<file path="src/rtl/polar_bp_decoder.sv">
// Polar-code belief-propagation decoder: one min-sum stage per clock over a column of N/2 PEs.
// Latency: k*n + (k-1)*(n-1) edges from start to done, k = iterations run (<= max_iter).
// Backpressure: none; start is only sampled while idle, a start during a decode is dropped.
module polar_bp_decoder #(
   parameter int N      = 8,
   parameter int BIT    = 8,
   parameter int ITER_W = 7
) (
   input  logic              clk,
   input  logic              rst_n,
   input  logic              start,
   input  logic [N*BIT-1:0]  llr_in,
   input  logic [N-1:0]      frozen_mask,
   input  logic [ITER_W-1:0] max_iter,
   input  logic              early_stop_en,
   output logic              busy,
   output logic              done,
   output logic [N-1:0]      dec_bits,
   output logic [ITER_W-1:0] iter_count
);

   localparam int NS = $clog2(N);
   localparam int SW = (NS > 1) ? $clog2(NS) : 1;

   localparam logic signed [BIT-1:0] MAXV = {1'b0, {(BIT-1){1'b1}}};
   localparam logic signed [BIT:0]   MAXW = {2'b00, {(BIT-1){1'b1}}};
   localparam logic signed [BIT:0]   MINW = -MAXW;
   localparam logic signed [BIT-1:0] MOST_NEG = {1'b1, {(BIT-1){1'b0}}};

   localparam logic [1:0] S_IDLE  = 2'd0;
   localparam logic [1:0] S_LEFT  = 2'd1;
   localparam logic [1:0] S_RIGHT = 2'd2;

   // Add with clamp to +/-MAXV so the most negative code never appears.
   function automatic logic signed [BIT-1:0] sat_add(input logic signed [BIT-1:0] x,
                                                     input logic signed [BIT-1:0] y);
      logic signed [BIT:0] s;
      s = $signed({x[BIT-1], x}) + $signed({y[BIT-1], y});
      if (s > MAXW)      return MAXV;
      else if (s < MINW) return -MAXV;
      else               return s[BIT-1:0];
   endfunction

   // Min-sum check-node: sign(x)*sign(y)*min(|x|,|y|); inputs are never MOST_NEG.
   function automatic logic signed [BIT-1:0] fmin(input logic signed [BIT-1:0] x,
                                                  input logic signed [BIT-1:0] y);
      logic signed [BIT-1:0] ax, ay, m;
      ax = x[BIT-1] ? -x : x;
      ay = y[BIT-1] ? -y : y;
      m  = (ax < ay) ? ax : ay;
      return (x[BIT-1] ^ y[BIT-1]) ? -m : m;
   endfunction

   // Sign of the unsaturated sum, used for the hard decision.
   function automatic logic sum_neg(input logic signed [BIT-1:0] x,
                                    input logic signed [BIT-1:0] y);
      logic signed [BIT:0] s;
      s = $signed({x[BIT-1], x}) + $signed({y[BIT-1], y});
      return (s < 0);
   endfunction

   logic [1:0]           state_q, state_d;
   logic [SW-1:0]        stage_q, stage_d;
   logic [ITER_W-1:0]    k_q, k_d;
   logic [ITER_W-1:0]    kmax_q, kmax_d;
   logic [N-1:0]         fz_q, fz_d;
   logic                 es_q, es_d;
   logic [N-1:0]         dec_q, dec_d;
   logic                 busy_q, busy_d;
   logic                 done_q, done_d;
   logic [N-1:0]         dec_bits_q, dec_bits_d;
   logic [ITER_W-1:0]    iter_q, iter_d;
   logic signed [BIT-1:0] l_q [N][NS+1];
   logic signed [BIT-1:0] l_d [N][NS+1];
   logic signed [BIT-1:0] r_q [N][NS+1];
   logic signed [BIT-1:0] r_d [N][NS+1];
   logic [N-1:0]         d_vec;
   logic                 fin;

   // Next-state: load on start, sweep left/right one stage per edge, decide after stage 0.
   always_comb begin
      state_d    = state_q;
      stage_d    = stage_q;
      k_d        = k_q;
      kmax_d     = kmax_q;
      fz_d       = fz_q;
      es_d       = es_q;
      dec_d      = dec_q;
      busy_d     = busy_q;
      done_d     = 1'b0;
      dec_bits_d = dec_bits_q;
      iter_d     = iter_q;
      l_d        = l_q;
      r_d        = r_q;
      d_vec      = '0;
      fin        = 1'b0;
      case (state_q)
         S_IDLE: begin
            if (start) begin
               for (int i = 0; i < N; i++) begin
                  for (int c = 0; c <= NS; c++) begin
                     l_d[i][c] = '0;
                     r_d[i][c] = '0;
                  end
                  l_d[i][NS] = (llr_in[i*BIT +: BIT] == MOST_NEG) ? -MAXV
                                                                : $signed(llr_in[i*BIT +: BIT]);
                  r_d[i][0]  = frozen_mask[i] ? MAXV : '0;
               end
               fz_d    = frozen_mask;
               es_d    = early_stop_en;
               kmax_d  = (max_iter == '0) ? ITER_W'(1) : max_iter;
               k_d     = ITER_W'(1);
               stage_d = SW'(NS-1);
               state_d = S_LEFT;
               busy_d  = 1'b1;
            end
         end
         S_LEFT: begin
            for (int s = 0; s < NS; s++) begin
               for (int a = 0; a < N; a++) begin
                  if (int'(stage_q) == s && ((a >> s) & 1) == 0) begin
                     l_d[a][s] = fmin(l_q[a][s+1],
                                      sat_add(l_q[a | (1 << s)][s+1], r_q[a | (1 << s)][s]));
                     l_d[a | (1 << s)][s] = sat_add(fmin(r_q[a][s], l_q[a][s+1]),
                                                    l_q[a | (1 << s)][s+1]);
                  end
               end
            end
            if (stage_q == '0) begin
               for (int i = 0; i < N; i++)
                  d_vec[i] = ~fz_q[i] & sum_neg(l_d[i][0], r_q[i][0]);
               dec_d = d_vec;
               fin   = (k_q == kmax_q) || (es_q && (k_q > ITER_W'(1)) && (d_vec == dec_q));
               if (fin) begin
                  state_d    = S_IDLE;
                  busy_d     = 1'b0;
                  done_d     = 1'b1;
                  dec_bits_d = d_vec;
                  iter_d     = k_q;
               end else begin
                  state_d = S_RIGHT;
                  stage_d = '0;
                  k_d     = k_q + ITER_W'(1);
               end
            end else begin
               stage_d = stage_q - SW'(1);
            end
         end
         S_RIGHT: begin
            for (int s = 0; s < NS - 1; s++) begin
               for (int a = 0; a < N; a++) begin
                  if (int'(stage_q) == s && ((a >> s) & 1) == 0) begin
                     r_d[a][s+1] = fmin(r_q[a][s],
                                        sat_add(l_q[a | (1 << s)][s+1], r_q[a | (1 << s)][s]));
                     r_d[a | (1 << s)][s+1] = sat_add(fmin(r_q[a][s], l_q[a][s+1]),
                                                      r_q[a | (1 << s)][s]);
                  end
               end
            end
            if (stage_q == SW'(NS-2)) begin
               state_d = S_LEFT;
               stage_d = SW'(NS-1);
            end else begin
               stage_d = stage_q + SW'(1);
            end
         end
         default: state_d = S_IDLE;
      endcase
   end

   // State registers; reset aborts any decode in flight.
   always_ff @(posedge clk or negedge rst_n) begin
      if (!rst_n) begin
         state_q    <= S_IDLE;
         stage_q    <= '0;
         k_q        <= '0;
         kmax_q     <= '0;
         fz_q       <= '0;
         es_q       <= 1'b0;
         dec_q      <= '0;
         busy_q     <= 1'b0;
         done_q     <= 1'b0;
         dec_bits_q <= '0;
         iter_q     <= '0;
         for (int i = 0; i < N; i++) begin
            for (int c = 0; c <= NS; c++) begin
               l_q[i][c] <= '0;
               r_q[i][c] <= '0;
            end
         end
      end else begin
         state_q    <= state_d;
         stage_q    <= stage_d;
         k_q        <= k_d;
         kmax_q     <= kmax_d;
         fz_q       <= fz_d;
         es_q       <= es_d;
         dec_q      <= dec_d;
         busy_q     <= busy_d;
         done_q     <= done_d;
         dec_bits_q <= dec_bits_d;
         iter_q     <= iter_d;
         l_q        <= l_d;
         r_q        <= r_d;
      end
   end

   assign busy       = busy_q;
   assign done       = done_q;
   assign dec_bits   = dec_bits_q;
   assign iter_count = iter_q;

endmodule

</file>
<file path="config.mk">
export PLATFORM = sky130hd
export DESIGN_NAME = polar_bp_decoder
export DESIGN_NICKNAME = d
export VERILOG_FILES = /design/src/rtl/polar_bp_decoder.sv
export SDC_FILE = /design/constraint.sdc
export NUM_CORES = 2
export LEC_CHECK = 0
export ABC_AREA = 0
export BUFFER_PORTS_ARGS = -buffer_cell sky130_fd_sc_hd__buf_4
export CAP_MARGIN = 20
export CORE_UTILIZATION = 59
export CTS_CLUSTER_DIAMETER = 60
export DETAILED_ROUTE_END_ITERATION = 10
export PLACE_DENSITY_LB_ADDON = 0.1
export SETUP_SLACK_MARGIN = 0.5
export SLEW_MARGIN = 20
export SYNTH_ARGS = -nofsm -noshare
export SYNTH_HDL_FRONTEND = slang
export SYNTH_SLANG_ARGS = --single-unit
</file>
<file path="constraint.sdc">
create_clock -name clk -period 10 [get_ports clk]
set_input_delay 0 -clock clk [delete_from_list [all_inputs] [get_ports clk]]
set_output_delay 0 -clock clk [all_outputs]
set_load 0.02 [all_outputs]
</file>
After elaboration in Yosys (flattened, before gate mapping)

Cells that the tools add are included.

Add/sub/neg operators: 119
Multiply operators: 0
Div/mod/pow operators: 0
Order comparisons: 105
Equality and inequality tests: 25
Shift operators: 0
Mux-type cells: 308
Bitwise gates (word level): 48
Reductions and logical operators: 22

Operator list:

| operator                                                       | count |
|---|---|
| 2-to-1 mux 8 bit                                               | 260 |
| negator 8 bit                                                  | 72 |
| one-hot mux 24 bit (2 select lines)                            | 8 |
| adder 8 x 8 -> 9 bit                                           | 40 |
| greater-than comparator 9 x 8 -> 1 bit (second input constant) | 32 |
| less-than comparator 9 x 8 -> 1 bit (second input constant)    | 32 |
| less-than comparator 8 bit                                     | 32 |
| 2-to-1 mux 256 bit                                             | 1 |
| one-hot mux 16 bit (2 select lines)                            | 8 |
| 2-to-1 mux 248 bit                                             | 1 |
| 2-to-1 mux 7 bit                                               | 12 |
| less-than comparator 9 x 1 -> 1 bit (second input constant)    | 8 |
| == test 8 bit (second input constant)                          | 8 |
| negator 7 -> 8 bit                                             | 4 |
| XOR 1 bit                                                      | 24 |
| AND reduction 3 bit                                            | 7 |
| != test 2 bit (second input constant)                          | 9 |
| 2-to-1 mux 2 bit                                               | 8 |
| one-hot mux 7 bit (2 select lines)                             | 1 |
| one-hot mux 2 bit (3 select lines)                             | 2 |
| AND 1 bit                                                      | 8 |
| == test 8 bit                                                  | 1 |
| inverter 1 bit                                                 | 8 |
| AND reduction 4 bit                                            | 2 |
| other kinds (18)                                               | 39 |

Register bits: 492
Bits in latches: 0
RAM bits: 0
ROM bits: 0
Bits of input ports: 83
Output and inout bits: 17
Logic and storage cells: 694
Memories: 0

Logic depth before layout (Yosys ltp)

Depth after elaboration: 23
Depth in mapped cells: 51
Mapped depth without buffers: 49

Least setup slack after synthesis

Ideal clock, no wire load.

Path type: reg2reg
Start: reg fz_q[1]
End: reg dec_bits_q[2] (netlist: dec_bits[2])
Setup time: 0.125 ns
Arrival: 9.418 ns
Required time: 9.875 ns
Path slack: 0.457 ns
Stages on the path, launching flop included: 44
Buffers on the path: 3
Period minus slack after synthesis: 9.543 ns
Path through: dfrtp_1 ha_1 fa_1 a211o_1 and2_1 a311oi_2 and4bb_1 or2_2 a21o_1 inv_1 ha_1 or4_1 nand3_1 ha_1 a21o_1 a21o_1 a21oi_1 o211ai_1 (+8 left out) nor2_1 xnor2_1 a21oi_1 ha_1 a211oi_1 o21bai_1 a21oi_1 o221ai_1 a222oi_1 and4_1 o2111ai_1 a211oi_1 o2111ai_1 a2111oi_4 nor2_4 nor2_8 buf_12 mux2_4

RTL lines:

| what                   | line | source |
|---|---|---|
| start, declared        | 66   | `logic [N-1:0] fz_q, fz_d;` |
| start signal, assigned | 196  | `fz_q <= fz_d;` |
| end signal, assigned   | 201  | `dec_bits_q <= dec_bits_d;` |
| end, declared          | 71   | `logic [N-1:0] dec_bits_q, dec_bits_d;` |

==> summary.txt <==
Route
  • DR DRC count: 0
  • Vias per cell: 6.217
  • Post-route ant nets: 0
  • Routed wire length: 139.3 mm
  • Initial DRC Count: 3,631
  • Wire per inst: 19.38 um
  • DR vias: 44.69k
  • Pre-antenna DRT Iters: 6

Yosys
  • Mux contribution to synthesized area: 5.641%
  • Area share of the largest cell type after synthesis: 22.39%
  • Synthesized area: 48,070 um2
  • Synth top area cells: dfrtp_1 (22%), ha_1 (15%), xnor2_1 (6.0%)
  • Syn Inst Count: 5,867
  • Simple-gate portion of the synthesized area: 17.20%
  • Adder-cell share of the synthesized area: 16.46%
  • Synth warnings: 0
  • EDFF count, synth: 0
  • Post-Synth XOR/XNOR Area: 9.878%
  • Post-synth ARST share: 100.0%
  • Main combinational cell family by area after synthesis: compound AO/OA/AOI/OAI gates
  • Post-synthesis sequential area ratio: 22.39%
  • Synth Flop Type: dfrtp_1
  • Synth Area per Inst: 8.193 um2
  • Synth Register Bits: 430
  • Synth Area in Compound Gates: 24.12%
  • Distinct cells, synth: 113
  • Post-synth top area cell: dfrtp_1

Die
  • Top Ports: 100
  • Core area: 80,550 um2
  • Initial Util: 59.68%
  • Die Y: 287.4 um
  • Placement Rows: 104
  • Chip width: 287.4 um
  • Full die area: 82,620 um2

STA
  • Final setup viols: 0
  • Max Slew Vio Count: 0
  • Worst Skew: 0.02444 ns
  • Setup_tns: 0 ns
  • Slew Limit Headroom: 23.64%
  • RSZ-0062 raised after global routing: false
  • Slew @ Worst Pin: 1.139 ns
  • Final period util: 91.88%
  • Worst Setup Slack, final: 0.8115 ns
  • Top achievable clock speed: 108.8 MHz
  • Endpoints failing hold: 0
  • Crit path time final: 9.188 ns

Critical path
  • R2R Path Start: fz_q[3]$_DFFE_PN0P_
  • Reg2Reg Depth: 41
  • CP max-delay cell: dfrtp_2
  • CP startpoint: fz_q[3]$_DFFE_PN0P_
  • CP most frequent cell: ha_1
  • Crit Path Max Fanout: 12
  • Req. time, crit path: 10.51 ns
  • Buf+Inv Stages, Crit Path: 3
  • R2R Setup Slk: 0.81 ns
  • CP Launch Type: register
  • Worst path top cell family by delay: compound AO/OA/AOI/OAI gates
  • WS Path Type: reg2reg
  • FF-to-FF End: iter_count[1]$_DFFE_PN0P_
  • Max incr delay on CP: 0.44 ns
  • Worst Path Arrival: 9.70 ns
  • Crit end category: register

Global routing
  • Largest net degree at the start of global routing: 156
  • Remaining global-route overflow: 0
  • First-pass GRT wire length: 222.4 mm
  • Global Route Usage Sum: 32.91%
  • Vias in the first global route: 41.46k
  • Initial antenna violation count: 1

Layout
  • Final net count: 6,770
  • Reg area: 10,770 um2
  • Share of layout cells above drive strength 1: 11.23%
  • Filler Cell Count: 6,699
  • Final Instance Area: 54,130 um2
  • Multi-input gate area: 35,980 um2
  • Commonest non-fill, non-tap cell in the layout: nand2_1
  • ANT cells: 0
  • Commonest non-fill, non-tap cells in the layout: nand2_1 (586), ha_1 (564), o21ai_0 (507), dfrtp_1 (421), nor2_1 (373)
  • P&R area growth vs syn: 12.61%

Clock network
  • H-tree depth: 2
  • Root Driver: clkbuf_16
  • Clock transition at path regs: 0.06 ns
  • CTS tree: built
  • CTS Buf Count: 60
  • Clk sinks: 430
  • Skew-Pair Late Insertion Delay: 0.65 ns
  • CTS Buffer Depth: 3

Status
  • Outcome: finished clean

Placement
  • Pre-CTS setup slack: 0.03517 ns
  • Area post-placement: 50,200 um2
  • Routability congestion estimate: 0.9785
  • HPWL Detailed: 106.0 mm
  • Port Buffers: 99

Min path
  • Worst hold path cell count: 3
  • Worst Hold Path EP: l_q[229]$_DFFE_PN0P_
  • Hold path startpoint: llr_in[5]
  • Hold Path Class: in2reg

Run
  • Max Cap Viol: 0
-- synth_stat cells (all sizes together), types with 54 or more instances --
| cell | count |
|---|---|
| a21oi | 380 |
| mux2 | 140 |
| a31oi | 85 |
| ha | 578 |
| nor2 | 381 |
| or3 | 65 |
| o21bai | 90 |
| nand2b | 123 |
| nor3 | 93 |
| o21ai | 549 |
| dfrtp | 430 |
| nor2b | 71 |
| o21a | 54 |
| xnor2 | 329 |
| inv | 356 |
| mux2i | 110 |
| nand2 | 591 |
| nand3 | 101 |
| clkbuf | 169 |
| xor2 | 211 |
| a21o | 97 |
| a22o | 74 |
| o31ai | 61 |
-- registers in the layout, summed over array words and instances, names as in the netlist --
register,flops
done,1
k_q,7
l_q,250
dec_q,8
state_q,2
r_q,129
busy,1
stage_q,2
kmax_q,7
es_q,1
iter_count,7
fz_q,7
dec_bits,8
-- worst max path at each step --
stage | endpoint | slack [ns] | cells past startpoint
2_1_floorplan | dec_bits[2]$_DFFE_PN0P_ | 0.61 | 43
3_3_place_gp | iter_count[0]$_DFFE_PN0P_ | 0.25 | 46
3_5_place_dp | iter_count[3]$_DFFE_PN0P_ | 0.04 | 43
4_1_cts | iter_count[3]$_DFFE_PN0P_ | 0.50 | 50
5_1_grt | iter_count[1]$_DFFE_PN0P_ | 0.30 | 41
6_report | iter_count[1]$_DFFE_PN0P_ | 0.81 | 41
-- tightest hold or removal path, stage by stage --
cell,delay (ns)
dlygate4sd3_1,0.52
buf_4,0.11
mux2_2,0.13
-- kinds of logic after synthesis --
family | after synthesis
other | 2
adders and majority gates | 614
xor gates and xnor gates | 540
AOI/OAI and AO/OA | 1787
DFF | 430
buffers and inverters | 542
muxes | 250
and+or+nand+nor | 1702
-- through the flow --
step / hold WS [ns] / utilization [%] / cells
finish: 0.1486 / 67.20 / 7188
global route: 0.1367 / 67.20 / 7188
floorplan: -0.2956 / - / 5885
global placement: 0.08378 / 62.32 / 6942
detailed placement: 0.07612 / 62.32 / 6942
CTS: 0.1035 / 66.17 / 7148
-- per-layer routing --
layer | track usage [%] | part of all wire [%]
met1 | 48.56 | 47
met2 | 50.93 | 44
met3 | 4.135 | 6.8
met4 | 7.327 | 2.2
met5 | 0 | 0.0093
-- what timing repair did --
item	in CTS	in global routing
pin swaps	8	47
gates resized for setup	29	111
hold buffers	85	0
setup endpoints to repair	26	27
cloned	0	2
setup buffers	8	38
hold endpoints to repair	173	0
-- layout make-up --
type,instances,area share (%)
clock buffer,68,2.943
timing repair buffer,313,4.836
tap,1060,2.450
inverter,358,2.483
sequential,430,19.90
clock inverter,45,0.9200
multi-input combinational,4914,66.47
Power is not shown: default switching activity piles up to over one toggle a cycle in this logic, so the estimate is an artifact.
